File: src/rtl/axi_mm2s_pkg.sv
// ============================================================================
// Module : axi_mm2s_pkg
// Brief  : Shared state encoding, zero-length status code and command width.
// Rev    : 1.0
// ============================================================================
`default_nettype none

package axi_mm2s_pkg;

    typedef enum logic [1:0] {
        ST_IDLE    = 2'd0,
        ST_ISSUE   = 2'd1,
        ST_WAIT_ST = 2'd2,
        ST_RESP    = 2'd3
    } state_t;

    localparam logic [7:0] ZLEN_STATUS = 8'h00;

    // Command word is {byte_count[15:0], address}.
    function automatic int cw_width(input int addr_w);
        return addr_w + 16;
    endfunction

endpackage

`default_nettype wire

File: src/rtl/axi_mm2s_rr_arbiter.sv
// ============================================================================
// Module : axi_mm2s_rr_arbiter
// Brief  : Round-robin winner search starting at rr_ptr; one-hot grant + index.
// Rev    : 1.0
// ============================================================================
`default_nettype none

module axi_mm2s_rr_arbiter #(
    parameter int NUM_REQ = 2
) (
    input  logic [NUM_REQ-1:0] valid_i,
    input  logic [1:0]         rr_ptr_i,
    output logic [NUM_REQ-1:0] grant_o,
    output logic [1:0]         idx_o
);

    logic [2:0] cand;
    logic       found;

    always_comb begin
        grant_o = '0;
        idx_o   = '0;
        found   = 1'b0;
        cand    = '0;
        for (int k = 0; k < NUM_REQ; k++) begin
            cand = {1'b0, rr_ptr_i} + 3'(k);
            if (cand >= 3'(NUM_REQ)) begin
                cand = cand - 3'(NUM_REQ);
            end
            for (int i = 0; i < NUM_REQ; i++) begin
                if (!found && (cand == 3'(i)) && valid_i[i]) begin
                    found      = 1'b1;
                    grant_o[i] = 1'b1;
                    idx_o      = 2'(i);
                end
            end
        end
    end

endmodule

`default_nettype wire

File: src/rtl/axi_mm2s_sched.sv
// ============================================================================
// Module : axi_mm2s_sched
// Brief  : Round-robin scheduler sharing one MM2S mover among C_NUM_REQ
//          requesters, one transfer outstanding. Optional macro
//          AXI_MM2S_SCHED_ZLEN_FILTER_EN answers zero-length commands locally.
// Rev    : 1.0
// ============================================================================
`default_nettype none

module axi_mm2s_sched
    import axi_mm2s_pkg::*;
#(
    parameter  int C_AXI_ADDR_WIDTH = 64,
    parameter  int C_NUM_REQ        = 2,
    localparam int CW               = cw_width(C_AXI_ADDR_WIDTH)
) (
    input  logic                    clk,
    input  logic                    rst_n,
    input  logic [C_NUM_REQ*CW-1:0] s_axis_req_tdata,
    input  logic [C_NUM_REQ-1:0]    s_axis_req_tvalid,
    output logic [C_NUM_REQ-1:0]    s_axis_req_tready,
    output logic [C_NUM_REQ*8-1:0]  m_axis_rsp_tdata,
    output logic [C_NUM_REQ-1:0]    m_axis_rsp_tvalid,
    input  logic [C_NUM_REQ-1:0]    m_axis_rsp_tready,
    output logic [CW-1:0]           m_axis_ctl_tdata,
    output logic                    m_axis_ctl_tvalid,
    input  logic                    m_axis_ctl_tready,
    input  logic [7:0]              s_axis_st_tdata,
    input  logic                    s_axis_st_tvalid,
    output logic                    s_axis_st_tready,
    output logic [1:0]              owner,
    output logic                    busy
);

    state_t                   state_q, state_d;
    logic [1:0]               rr_ptr_q, rr_ptr_d;
    logic [1:0]               owner_q, owner_d;
    logic [CW-1:0]            ctl_data_q, ctl_data_d;
    logic [C_NUM_REQ*8-1:0]   rsp_data_q, rsp_data_d;

    logic [C_NUM_REQ-1:0]     arb_grant;
    logic [1:0]               arb_idx;
    logic                     arb_found;
    logic [CW-1:0]            sel_data;
    logic                     rsp_ready_own;

    axi_mm2s_rr_arbiter #(
        .NUM_REQ (C_NUM_REQ)
    ) u_arb (
        .valid_i  (s_axis_req_tvalid),
        .rr_ptr_i (rr_ptr_q),
        .grant_o  (arb_grant),
        .idx_o    (arb_idx)
    );

    assign arb_found = |arb_grant;

    always_comb begin
        sel_data      = '0;
        rsp_ready_own = 1'b0;
        for (int i = 0; i < C_NUM_REQ; i++) begin
            if (arb_idx == 2'(i)) begin
                sel_data = s_axis_req_tdata[i*CW +: CW];
            end
            if (owner_q == 2'(i)) begin
                rsp_ready_own = m_axis_rsp_tready[i];
            end
        end
    end

    always_ff @(posedge clk or negedge rst_n) begin
        if (!rst_n) begin
            state_q    <= ST_IDLE;
            rr_ptr_q   <= '0;
            owner_q    <= '0;
            ctl_data_q <= '0;
            rsp_data_q <= '0;
        end else begin
            state_q    <= state_d;
            rr_ptr_q   <= rr_ptr_d;
            owner_q    <= owner_d;
            ctl_data_q <= ctl_data_d;
            rsp_data_q <= rsp_data_d;
        end
    end

    always_comb begin
        state_d    = state_q;
        rr_ptr_d   = rr_ptr_q;
        owner_d    = owner_q;
        ctl_data_d = ctl_data_q;
        rsp_data_d = rsp_data_q;
        case (state_q)
            ST_IDLE: begin
                // The one-hot ready always lands on a valid requester, so a winner means a handshake.
                if (arb_found) begin
                    owner_d    = arb_idx;
                    ctl_data_d = sel_data;
`ifdef AXI_MM2S_SCHED_ZLEN_FILTER_EN
                    if (sel_data[CW-1 -: 16] == 16'd0) begin
                        for (int i = 0; i < C_NUM_REQ; i++) begin
                            if (arb_idx == 2'(i)) begin
                                rsp_data_d[i*8 +: 8] = ZLEN_STATUS;
                            end
                        end
                        state_d = ST_RESP;
                    end else begin
                        state_d = ST_ISSUE;
                    end
`else
                    state_d = ST_ISSUE;
`endif
                end
            end
            ST_ISSUE: begin
                if (m_axis_ctl_tready) begin
                    state_d = ST_WAIT_ST;
                end
            end
            ST_WAIT_ST: begin
                if (s_axis_st_tvalid) begin
                    for (int i = 0; i < C_NUM_REQ; i++) begin
                        if (owner_q == 2'(i)) begin
                            rsp_data_d[i*8 +: 8] = s_axis_st_tdata;
                        end
                    end
                    state_d = ST_RESP;
                end
            end
            ST_RESP: begin
                if (rsp_ready_own) begin
                    rr_ptr_d = (owner_q == 2'(C_NUM_REQ - 1)) ? 2'd0 : owner_q + 2'd1;
                    state_d  = ST_IDLE;
                end
            end
            default: begin
                state_d = ST_IDLE;
            end
        endcase
    end

    // Ready is masked while rst_n is low so nothing looks accepted during reset.
    assign s_axis_req_tready = ((state_q == ST_IDLE) && rst_n) ? arb_grant : '0;
    assign m_axis_ctl_tvalid = (state_q == ST_ISSUE);
    assign m_axis_ctl_tdata  = ctl_data_q;
    assign s_axis_st_tready  = (state_q == ST_WAIT_ST);
    assign m_axis_rsp_tdata  = rsp_data_q;
    assign owner             = owner_q;
    assign busy              = (state_q != ST_IDLE);

    generate
        for (genvar g = 0; g < C_NUM_REQ; g++) begin : g_rsp_valid
            assign m_axis_rsp_tvalid[g] = (state_q == ST_RESP) && (owner_q == 2'(g));
        end
    endgenerate

endmodule

`default_nettype wire

File: config.mk
export PLATFORM = sky130hd
export DESIGN_NAME = axi_mm2s_sched
export DESIGN_NICKNAME = d
export VERILOG_FILES = /design/src/rtl/axi_mm2s_pkg.sv /design/src/rtl/axi_mm2s_rr_arbiter.sv /design/src/rtl/axi_mm2s_sched.sv
export SDC_FILE = /design/constraint.sdc
export NUM_CORES = 1
export LEC_CHECK = 0
export BUFFER_PORTS_ARGS = -buffer_cell sky130_fd_sc_hd__buf_2
export CAP_MARGIN = 15
export CORE_ASPECT_RATIO = 0.8
export CORE_UTILIZATION = 41
export CTS_CLUSTER_DIAMETER = 100
export CTS_CLUSTER_SIZE = 30
export DETAILED_ROUTE_END_ITERATION = 8
export PLACE_DENSITY_LB_ADDON = 0.15
export SYNTH_ARGS = -nofsm -noshare
export SYNTH_HDL_FRONTEND = slang
export SYNTH_HIERARCHICAL = 1
export SYNTH_SLANG_ARGS = --single-unit
File: constraint.sdc
create_clock -name clk -period 2.4 [get_ports clk]
set_clock_uncertainty 0.2 [all_clocks]
set_input_delay 0.24 -clock clk [delete_from_list [all_inputs] [get_ports clk]]
set_output_delay 0.24 -clock clk [all_outputs]
set_load 0.02 [all_outputs]
== Yosys cells after proc, flatten, opt, wreduce, memory -nomap -nowiden ==
Cells that the tools add are included.
Storage, ports and cells
  RAM bits: 0
  memories kept: 0
  ROM bits: 0
  word-level logic and storage cells: 70
  latch bits: 0
  register bits: 102
  output and inout bits: 105
Operators by class
  $add $sub $neg: 4
  divide/modulo/power cells: 0
  muxes and demuxes: 22
  equal/unequal tests: 11
  magnitude comparators: 2
  $mul: 0
  shifts and indexed selects: 0
  reductions and logical operators: 25
  bitwise operators: 0
Operators by type and width (number)
  2-to-1 mux 80 bit: 2
  2-to-1 mux 2 bit: 6
  2-to-1 mux 1 bit: 11
  logical AND 1 bit: 10
  case mux 2 bit (4 select lines): 1
  equality test 2 x 1 -> 1 bit (second input constant): 3
  equality test 3 x 1 -> 1 bit (second input constant): 2
  zero test 2 bit: 3
  zero test 3 bit: 2
  2-to-1 mux 3 bit: 2
  != test 2 bit (second input constant): 3
  AND reduction 3 bit: 2
  equality test 2 bit (second input constant): 2
  AND reduction 2 bit: 2
  AND reduction 4 bit: 1
  adder 2 x 1 -> 3 bit (second input constant): 1
  >= comparator 3 x 2 -> 1 bit (second input constant): 1
  zero test 1 bit: 3
  subtractor 2 x 2 -> 3 bit (second input constant): 1
  subtractor 3 x 2 -> 3 bit (second input constant): 1
  adder 2 x 1 -> 2 bit (second input constant): 1
  >= comparator 2 bit (second input constant): 1
  != test 2 x 1 -> 1 bit (second input constant): 1
  nonzero test 2 bit: 1
  OR reduction 2 bit: 1

== Depth between registers and ports, before layout ==
Gate-level depths: netlist (run 1).
  word-level depth: 20
  mapped depth: 7
  mapped depth without buffers: 5

== Modules after synthesis ==
The synthesis (run 1) kept the hierarchy.
By module, submodules not included
  axi_mm2s_sched: times used 1, area each 4893.4 sq um, cells each 434, sequential area each 2552.4 sq um
  axi_mm2s_rr_arbiter: times used 1, area each 41.3 sq um, cells each 7, sequential area each 0.0 sq um

== Worst setup path after synthesis (run 1) ==
No wires, ideal clock.
  path kind: register -> register
  from: register state_q[0]
  to: register rsp_data_q[0] (netlist: m_axis_rsp_tdata[0])
  library setup time: 125 ps
  arrival time: 1653 ps
  data required time: 2075 ps
  buffers on the path: 0
  cell stages (with the launch flop): 6
  slack: 423 ps
  path through: dfrtp_1 inv_1 ha_1 nand2_1 nor3_2 mux2_2
Between the ends
  cells in the longest elaborated chain, start to end: 2
Ends and longest elaborated chain
  start: declaration: line axi_mm2s_sched.sv:35  | state_t state_q, state_d;
  start signal: assignment: line axi_mm2s_sched.sv:79  | state_q <= state_d;
  equality test 2 bit
  named net s_axis_st_tready: line axi_mm2s_sched.sv:30  | output logic s_axis_st_tready,
  AND reduction 3 bit (no line)
  end signal: assignment: line axi_mm2s_sched.sv:83  | rsp_data_q <= rsp_data_d;
  end: declaration: line axi_mm2s_sched.sv:39  | logic [C_NUM_REQ*8-1:0] rsp_data_q, rsp_data_d;
The timed path passes the listed nets, and every way through them passes these cells.
A chain may end at the register's enable or synchronous reset.

== Worst setup path in the final report (run 1) ==
  from: register state_q[1]
  to: register state_q[1]
Between the ends
  cells in the longest elaborated chain, start to end: 3
  elaborated cells on any way between the ends: 10
  classes of those cells: 7 x eq/ne; 1 x mux; 2 x reduce/logical
Ends and longest elaborated chain
  equality test 2 bit, or another cell as far along: line axi_mm2s_sched.sv:93  | case (state_q)
  != test 2 bit (no line) or != test 2 x 1 -> 1 bit (tied branches)
  AND reduction 4 bit (no line)
Parallel ways exist; a longest one is shown, timed or not.

==> impl_metrics.toml, run 1 <==
[die]
row_count = 35
dieHeight_um = 100
initial_core_util_pct = 42.5
die_area_sq_mm = 0.0125
die_w_um = 125
core_area_sq_mm = 0.0116
io_pins = 281

[synthesis]
ys_types = 32
yosysTopAreaCell = "dfrtp_1"
synth_seq_cells = 102
synth_top_flop_cell = "dfrtp_1"
synth_top_cell_area_share_pct = 51.7
synth_area_leaders = "dfrtp_1, mux2i_1, o31ai_1"
postSynthCellCount = 441
syn-num-nets = 621
yosys_warnings = 6
syn_area_sq_mm = 0.00493
synth_edf_count = 0
async_reset_ff_share_pct = 100
seq_area_frac_synth_pct = 51.7
avgSynthCellArea_sq_um = 11.2

[power_and_ir_drop]
peakVddDrop_mv = 0.502
power.clock.fraction_pct = 18.2
power.switching_mw = 3.08
finalPower_mw = 7.39
intPower_mw = 4.31
switching_share_pct = 41.6
seq_power_share_pct = 36.8
leakagePower_nw = 3.71
powerDensity_mw_per_mm2 = 1080
p_comb_share_pct = 45.1

[worst_setup_path]
slowest_stage = "or3b_1"
crit_chain = "inv_1, ha_1, or3b_1, and2_0, a211o_1"
cp_max_fo = 6
critPathKind = "reg2reg"
critPathCaptureType = "flop"
critPathMaxStageDelay_ns = 0.41
arrival_ns = 2.05
cp-start-kind = "flop"
critPathRequiredTime_ns = 2.42
r2r_slack_ns = 0.37

[route]
vias = 4297
avgViaCountPerCell = 4.98
drtIter0Drc = 227
routedWlPerCell_um = 14.8
totalWireLength_um = 12800
drc_errors = 0
ant_nets = 0
dr.pass1.iters = 5

[global_routing]
grt_pass1_vias = 4108
grt_util_all_layers_pct = 20.6
grt_pass1_wl_um = 20500
antenna_found_initial = 0
grt_max_degree = 95
gr-total-overflow = 0

[timing]
slew_viol_final = 0
tightestPinTransition_ns = 0.501
slew_headroom_pct = 66.6
hold_violations = 0
tns_ns = 0
worst_slack_ns = 0.374
setup_violations = 0
period_share_pct = 84.4
rsz0062_at_grt = "false"
fmax_mhz = 494
period_minus_slack_ns = 2.03

[clock_network]
insertion_delay_ns = 0.33
path_clk_slew_ns = 0.08
htreeDepth = 3
post_cts_resized = 0
cts-root-buf = "clkbuf_16"
cts_tree = "built"
clock-sinks = 102
cts_buffers = 9
clock_path_buffers = 2

[worst_hold_path]
hp-class = "in2reg"

[placement]
dpl_cell_area_sq_mm = 0.00647
gp_congestion = 0.810
dp_slack_ns = 0.371
port-buffer-count = 280
hpwl_um = 9430

[finish]
drive_above_1_share_pct = 45.6
area_growth_pct = 38.5
final_nets = 891
stdcell_area_sq_mm = 0.00683
n_antenna_cell = 0
final_common_cell = "buf_2"
fillers = 1004
final_cell_mix = "buf_2, dfrtp_1, nand2_1"

[run_status]
outcome = "finished clean"

[job]
drv_cap = 0
==> worst max-delay path: cells and delay by family, from the launching register on <==
| family | cells | cell delay (ns) |
|---|---|---|
| AO/OA/AOI/OAI | 1 | 0.29 |
| buffers and inverters | 1 | 0.13 |
| AND/OR/NAND/NOR | 2 | 0.58 |
| flip-flops | 1 | 0.40 |
| adder cells (fa/ha/maj) | 1 | 0.31 |
==> registers in the layout, summed over array words and instances, names as in the netlist <==
signal / cells
m_axis_ctl_tdata: 80
rr_ptr_q: 2
owner: 2
m_axis_rsp_tdata: 16
state_q: 2
==> repair_timing <==
| action | 4_1_cts | 5_1_grt |
|---|---|---|
| hold endpoints to repair | 118 | 0 |
| buffers inserted | 0 | 0 |
| hold buffers | 9 | 0 |
==> per-layer routing <==
layer | vias to the layer above | wire length (um) | track usage [%]
li1 | 2127 | - | -
met4 | 0 | 172 | 6.02
met5 | - | 0 | 0
met3 | 11 | 853 | 5.65
met2 | 166 | 6310 | 35.2
met1 | 1993 | 5440 | 25.6
==> metrics by stage <==
stage               std cells  hold slack [ns]  util (%)
finish                    863           0.0198      58.9
detailed placement        839          -0.0988      55.8
global route              863           0.0241      58.9
floorplan                 441           -0.256         -
global placement          839           -0.104      55.8
CTS                       863           0.0127      58.9
==> final timing paths <==
kind / endpoint / cells after the start / from
min: m_axis_ctl_tdata[12] / 3 / s_axis_req_tdata[12]
min reg2reg: m_axis_ctl_tdata[0] / 2 / m_axis_ctl_tdata[0]
max: state_q[1] / 5 / state_q[1]
max in group asynchronous: m_axis_ctl_tdata[9] / 3 / rst_n
max reg2reg: state_q[1] / 5 / state_q[1]
min in group asynchronous: m_axis_ctl_tdata[57] / 2 / rst_n
==> power groups by stage <==
stage          sequential, mW  clock [mW]  combinational, mW
3_3_place_gp             2.72           0               3.28
3_5_place_dp             2.74           0               3.36
6_report                 2.72        1.34               3.33
2_1_floorplan            3.46           0               1.45
4_1_cts                  2.72        1.39               3.36
5_1_grt                  2.80        1.46               3.62
==> cells in the mapped netlist (all sizes together) (3+ instances only) <==
cell / n
nand2: 82
mux2i: 81
buf: 21
nand2b: 3
and3: 3
ha: 4
a31oi: 3
inv: 7
o21ai: 4
dfrtp: 102
a211oi: 3
clkbuf: 16
o31ai: 80
mux2: 19
==> logic make-up after synthesis <==
family	count (synthesis)	share of synthesized area, %
fa+ha+maj	4	1.01
mux	100	20.8
flops	102	51.7
simple gates	95	7.96
buf+inv	44	4.03
other cells	1	0.0760
compound gates	95	14.4
==> area by class of cell <==
class	count	area (sq um)	area share, %
repair buffers	296	1600	23.4
clock inverters	6	46.3	0.677
multi-input cells	295	2200	32.2
flip-flops and latches	102	2550	37.3
clock buffers	9	225	3.30
well taps	148	185	2.71
inverters	7	26.3	0.384
(Power assumes the default switching activity.)
==> inputs of run 2 (changes only) <==
==> constraint.sdc (replaced) <==
create_clock -name clk -period 2 [get_ports clk]
set_clock_uncertainty 0.2 [all_clocks]
set_input_delay 0.2 -clock clk [delete_from_list [all_inputs] [get_ports clk]]
set_output_delay 0.2 -clock clk [all_outputs]
set_load 0.02 [all_outputs]
==> run 2 against run 1 <==
Via count grew 7.7%. Wire length is 11% higher. Highest routed layer unchanged. Cell count is 7.3% higher. Largest power group unchanged.
==> impl_metrics.toml, run 2 (same netlist as run 1, synthesis figures left out) <==
[power_and_ir_drop]
finalPower_mw = 9.24
seq_power_share_pct = 35.2
p_comb_share_pct = 45.7
peakVddDrop_mv = 0.513
switching_share_pct = 40.9
power.switching_mw = 3.78
leakagePower_nw = 3.98
intPower_mw = 5.46
power.clock.fraction_pct = 19.0
powerDensity_mw_per_mm2 = 1230

[finish]
final_nets = 953
final_cell_mix = "buf_2, dfrtp_1, nand2_1"
n_antenna_cell = 0
drive_above_1_share_pct = 42.8
final_core_util_pct = 64.5
largest_register_ffs = 80
finalNonFillerCells = 926
area_growth_pct = 51.7
final_common_cell = "buf_2"

[timing]
hold_violations = 0
slew_viol_final = 0
period_minus_slack_ns = 1.91
period_share_pct = 95.6
rsz0062_at_grt = "false"
holdWs_ns = 0.00378
tns_ns = 0
setup_violations = 0
fmax_mhz = 523

[die]
initial_core_util_pct = 42.5
core_area_sq_mm = 0.0116
io_pins = 281
die_w_um = 125
die_area_sq_mm = 0.0125
row_count = 35
dieHeight_um = 100

[clock_network]
clock-sinks = 102
cts_tree = "built"
cts-root-buf = "clkbuf_16"
cts_buffers = 9
insertion_delay_ns = 0.34
path_clk_slew_ns = 0.07
clock_path_buffers = 2
htreeDepth = 3

[route]
drtIter0Drc = 213
dr.pass1.iters = 4
drc_errors = 0
totalWireLength_um = 14200
routedWlPerCell_um = 15.4
vias = 4628
ant_nets = 0
avgViaCountPerCell = 5.00

[worst_setup_path]
cp_max_fo = 5
critPathCaptureType = "output pin"
critPathRequiredTime_ns = 1.60
arrival_ns = 1.51
cp-start-kind = "flop"
r2r_cells = 5
critPathKind = "reg2out"

[placement]
hpwl_um = 9920
gp_congestion = 0.808
port-buffer-count = 280
placedCellCount = 842

[global_routing]
gr-total-overflow = 0
grt_pass1_vias = 4625
grt_max_degree = 84
grt_pass1_wl_um = 22700
grt_util_all_layers_pct = 23.1
antenna_found_initial = 0

[run_status]
outcome = "finished clean"

[job]
drv_cap = 0

[worst_hold_path]
whs_path_depth = 3
hp-class = "in2reg"
[run 2: worst max-delay path, stage by stage (launching register included)]
cell and delay, ns:
dfrtp_2 0.40, inv_1 0.07, ha_1 0.21, buf_4 0.16, and3_2 0.17, buf_4 0.15
[run 2: path summary, 6_finish.rpt]
| path | start | endpoint | slack [ns] |
|---|---|---|---|
| max | state_q[0] | s_axis_req_tready[0] | 0.09 |
| min | s_axis_req_tdata[40] | m_axis_ctl_tdata[40] | 0.004 |
| max reg2reg | state_q[0] | state_q[1] | 0.15 |
| min reg2reg | m_axis_ctl_tdata[75] | m_axis_ctl_tdata[75] | 0.27 |
| max in group asynchronous | rst_n | m_axis_rsp_tdata[11] | 0.78 |
| min in group asynchronous | rst_n | state_q[1] | 0.10 |
[run 2: timing repair]
item	in CTS	in global routing
setup endpoints to repair	0	17
resized for setup	0	4
hold buffers	66	0
hold endpoints to repair	68	0
buffers inserted	0	2
[run 2: through the flow]
| stage | instance area [sq um] | setup WS, ns |
|---|---|---|
| final | 7490 | 0.0883 |
| after global routing | 7490 | 0.00411 |
| after CTS | 7470 | 0.0228 |
| after detailed placement | 6510 | 0.0924 |
| after global placement | 6510 | 0.192 |
| after floorplan | 4930 | 0.0225 |
[run 2: cell type report]
cell class	instances	area, sq um
multi-input combinational	295	2200
sequential	102	2550
timing repair buffer	358	2220
clock buffer	10	229
inverter	7	26.3
tap	148	185
clock inverter	6	70.1
fill	949	4120
[run 2: power groups by stage]
stage	clock, mW	sequential [mW]	combinational, mW
floorplan	0	4.15	1.74
global route	1.88	3.36	4.58
global placement	0	3.26	4.00
finish	1.76	3.26	4.22
CTS	1.80	3.26	4.23
detailed placement	0	3.28	4.13
[run 2: metal layers]
layer  track usage, %  up-vias  part of all wire, %
met4             8.34        0                  2.2
met2             41.1      176                   51
li1                 -     2250                    -
met1             27.4     2174                   41
met3             5.38       28                  5.9
met5                0        -                    0
==> inputs of run 3 (changes only) <==
--- a/config.mk
+++ b/config.mk
@@ -12,7 +12,9 @@
 export CTS_CLUSTER_DIAMETER = 100
 export CTS_CLUSTER_SIZE = 30
 export DETAILED_ROUTE_END_ITERATION = 8
+export GPL_ROUTABILITY_DRIVEN = 1
 export PLACE_DENSITY_LB_ADDON = 0.15
+export REMOVE_ABC_BUFFERS = 1
 export SYNTH_ARGS = -nofsm -noshare
 export SYNTH_HDL_FRONTEND = slang
 export SYNTH_HIERARCHICAL = 1
==> run 3 against run 2 <==
The run now ends with hold timing left. Non-clock buffer count shrank 13. Critical path type is now reg2reg. Sequential power is essentially flat. Cell count shrank 1.4%. Worst setup slack gained 0.027 ns. Power shrank 0.75%. Via count shrank 2.1%. Sequential share of layout area grew 0.59 points. Highest routed layer unchanged. Largest power group unchanged. Global-route usage shrank 0.52 points. Critical endpoint is now state_q[1].
==> impl_metrics.toml, run 3 (same netlist as run 1, synthesis figures left out) <==
[worst_setup_path]
r2r_end = "state_q[1]"
critPathKind = "reg2reg"
rr_startpoint = "rr_ptr_q[0]"
r2r_slack_ns = 0.11
r2r_cells = 5
cp-start-kind = "flop"
critPathCaptureType = "flop"
critPathRequiredTime_ns = 2.02
cp_max_fo = 4
arrival_ns = 1.91

[global_routing]
grt_util_all_layers_pct = 22.5
grt_max_degree = 82
gr-total-overflow = 0
grt_pass1_vias = 4507
antenna_found_initial = 0
grt_pass1_wl_um = 22300

[route]
totalWireLength_um = 14300
ant_nets = 0
routedWlPerCell_um = 15.6
dr.pass1.iters = 4
drtIter0Drc = 189
drc_errors = 0
avgViaCountPerCell = 4.96
vias = 4532

[finish]
final_nets = 940
largest_register_ffs = 80
n_antenna_cell = 0
final_cell_mix = "buf_2, dfrtp_1, nand2_1"
drive_above_1_share_pct = 43.4
finalNonFillerCells = 913
fillers = 944
final_common_cell = "buf_2"
area_growth_pct = 49.1

[placement]
port-buffer-count = 280
hpwl_um = 9850
placedCellCount = 842
gp_congestion = 0.791

[run_status]
violations = "hold timing"
outcome = "finished, violations left"

[clock_network]
htreeDepth = 3
insertion_delay_ns = 0.34
cts_tree = "built"
clock_path_buffers = 2
cts-root-buf = "clkbuf_16"
cts_buffers = 9
clock-sinks = 102
path_clk_slew_ns = 0.07

[timing]
period_minus_slack_ns = 1.89
holdWs_ns = -0.0117
tns_ns = 0
setup_violations = 0
slew_viol_final = 0
period_share_pct = 94.3
hold_violations = 1
rsz0062_at_grt = "false"
fmax_mhz = 530

[die]
initial_core_util_pct = 42.5
core_area_sq_mm = 0.0116
die_area_sq_mm = 0.0125
io_pins = 281
die_w_um = 125
row_count = 35
dieHeight_um = 100

[power_and_ir_drop]
leakagePower_nw = 3.93
peakVddDrop_mv = 0.528
powerDensity_mw_per_mm2 = 1250

[worst_hold_path]
hold_start = "s_axis_req_tdata[60]"
holdPathEnd = "m_axis_ctl_tdata[60]"
whs_path_depth = 3
hp-class = "in2reg"

[job]
drv_cap = 0
==> run 3: cell types whose count changed in the layout (fill, tap and decap cells not counted), sizes merged <==
cell         delta
buf             -1
clkbuf          +2
clkinv          +2
clkinvlp        -2
dlygate4sd3    -12
inv             -2
==> run 3: power by group <==
| part | internal (mW) | switching (mW) |
|---|---|---|
| clock | 0.968 | 0.737 |
| sequential | 2.83 | 0.442 |
| combinational | 1.63 | 2.56 |
==> run 3: worst max path at each step <==
| stage | from | to | cells after the start |
|---|---|---|---|
| after floorplan | rr_ptr_q[0] | m_axis_ctl_tdata[0] | 4 |
| after global placement | rr_ptr_q[0] | state_q[1] | 5 |
| after detailed placement | state_q[1] | state_q[1] | 5 |
| after CTS | rr_ptr_q[0] | s_axis_req_tready[1] | 4 |
| after global routing | state_q[0] | s_axis_req_tready[1] | 5 |
| final | rr_ptr_q[0] | state_q[1] | 5 |
==> run 3: per-stage QoR <==
stage               util (%)  cell area (sq um)  power [mW]  worst slack [ns]
global route            63.4               7360        9.75            0.0145
finish                  63.4               7360        9.17             0.115
floorplan                  -               4760        5.91             -4.87
CTS                     63.1               7320        9.22            0.0356
detailed placement      56.2               6520        7.41             0.138
global placement        56.2               6520        7.27             0.201
==> run 3: critical path: stages, from the launching register on <==
cell     delay, ns
dfrtp_1       0.39
o21ai_1       0.09
and2_1        0.21
or3b_1        0.42
and2_0        0.17
a211o_1       0.29
==> run 3: repair_timing <==
item / in CTS / in global routing
setup endpoints to repair: 0 / 2
hold endpoints to repair: 144 / 1
gates resized for setup: 0 / 4
hold buffers: 52 / 2
setup buffers: 0 / 1
==> run 3: routing by layer <==
| layer | up-vias | track usage (%) | part of all wire [%] |
|---|---|---|---|
| met5 | - | 0 | 0 |
| met4 | 0 | 5.56 | 1.4 |
| met3 | 15 | 6.08 | 5.9 |
| met2 | 178 | 42.5 | 52 |
| met1 | 2110 | 25.3 | 40 |
| li1 | 2229 | - | - |
==> run 3: layout make-up <==
class	instances	area (sq um)	share of cell area, %
clock buffer	12	236	3.21
clock inverter	4	47.5	0.646
inverter	7	26.3	0.357
multi-input combinational	295	2210	30.0
sequential	102	2550	34.7
tap	148	185	2.52
timing repair buffer	345	2100	28.6
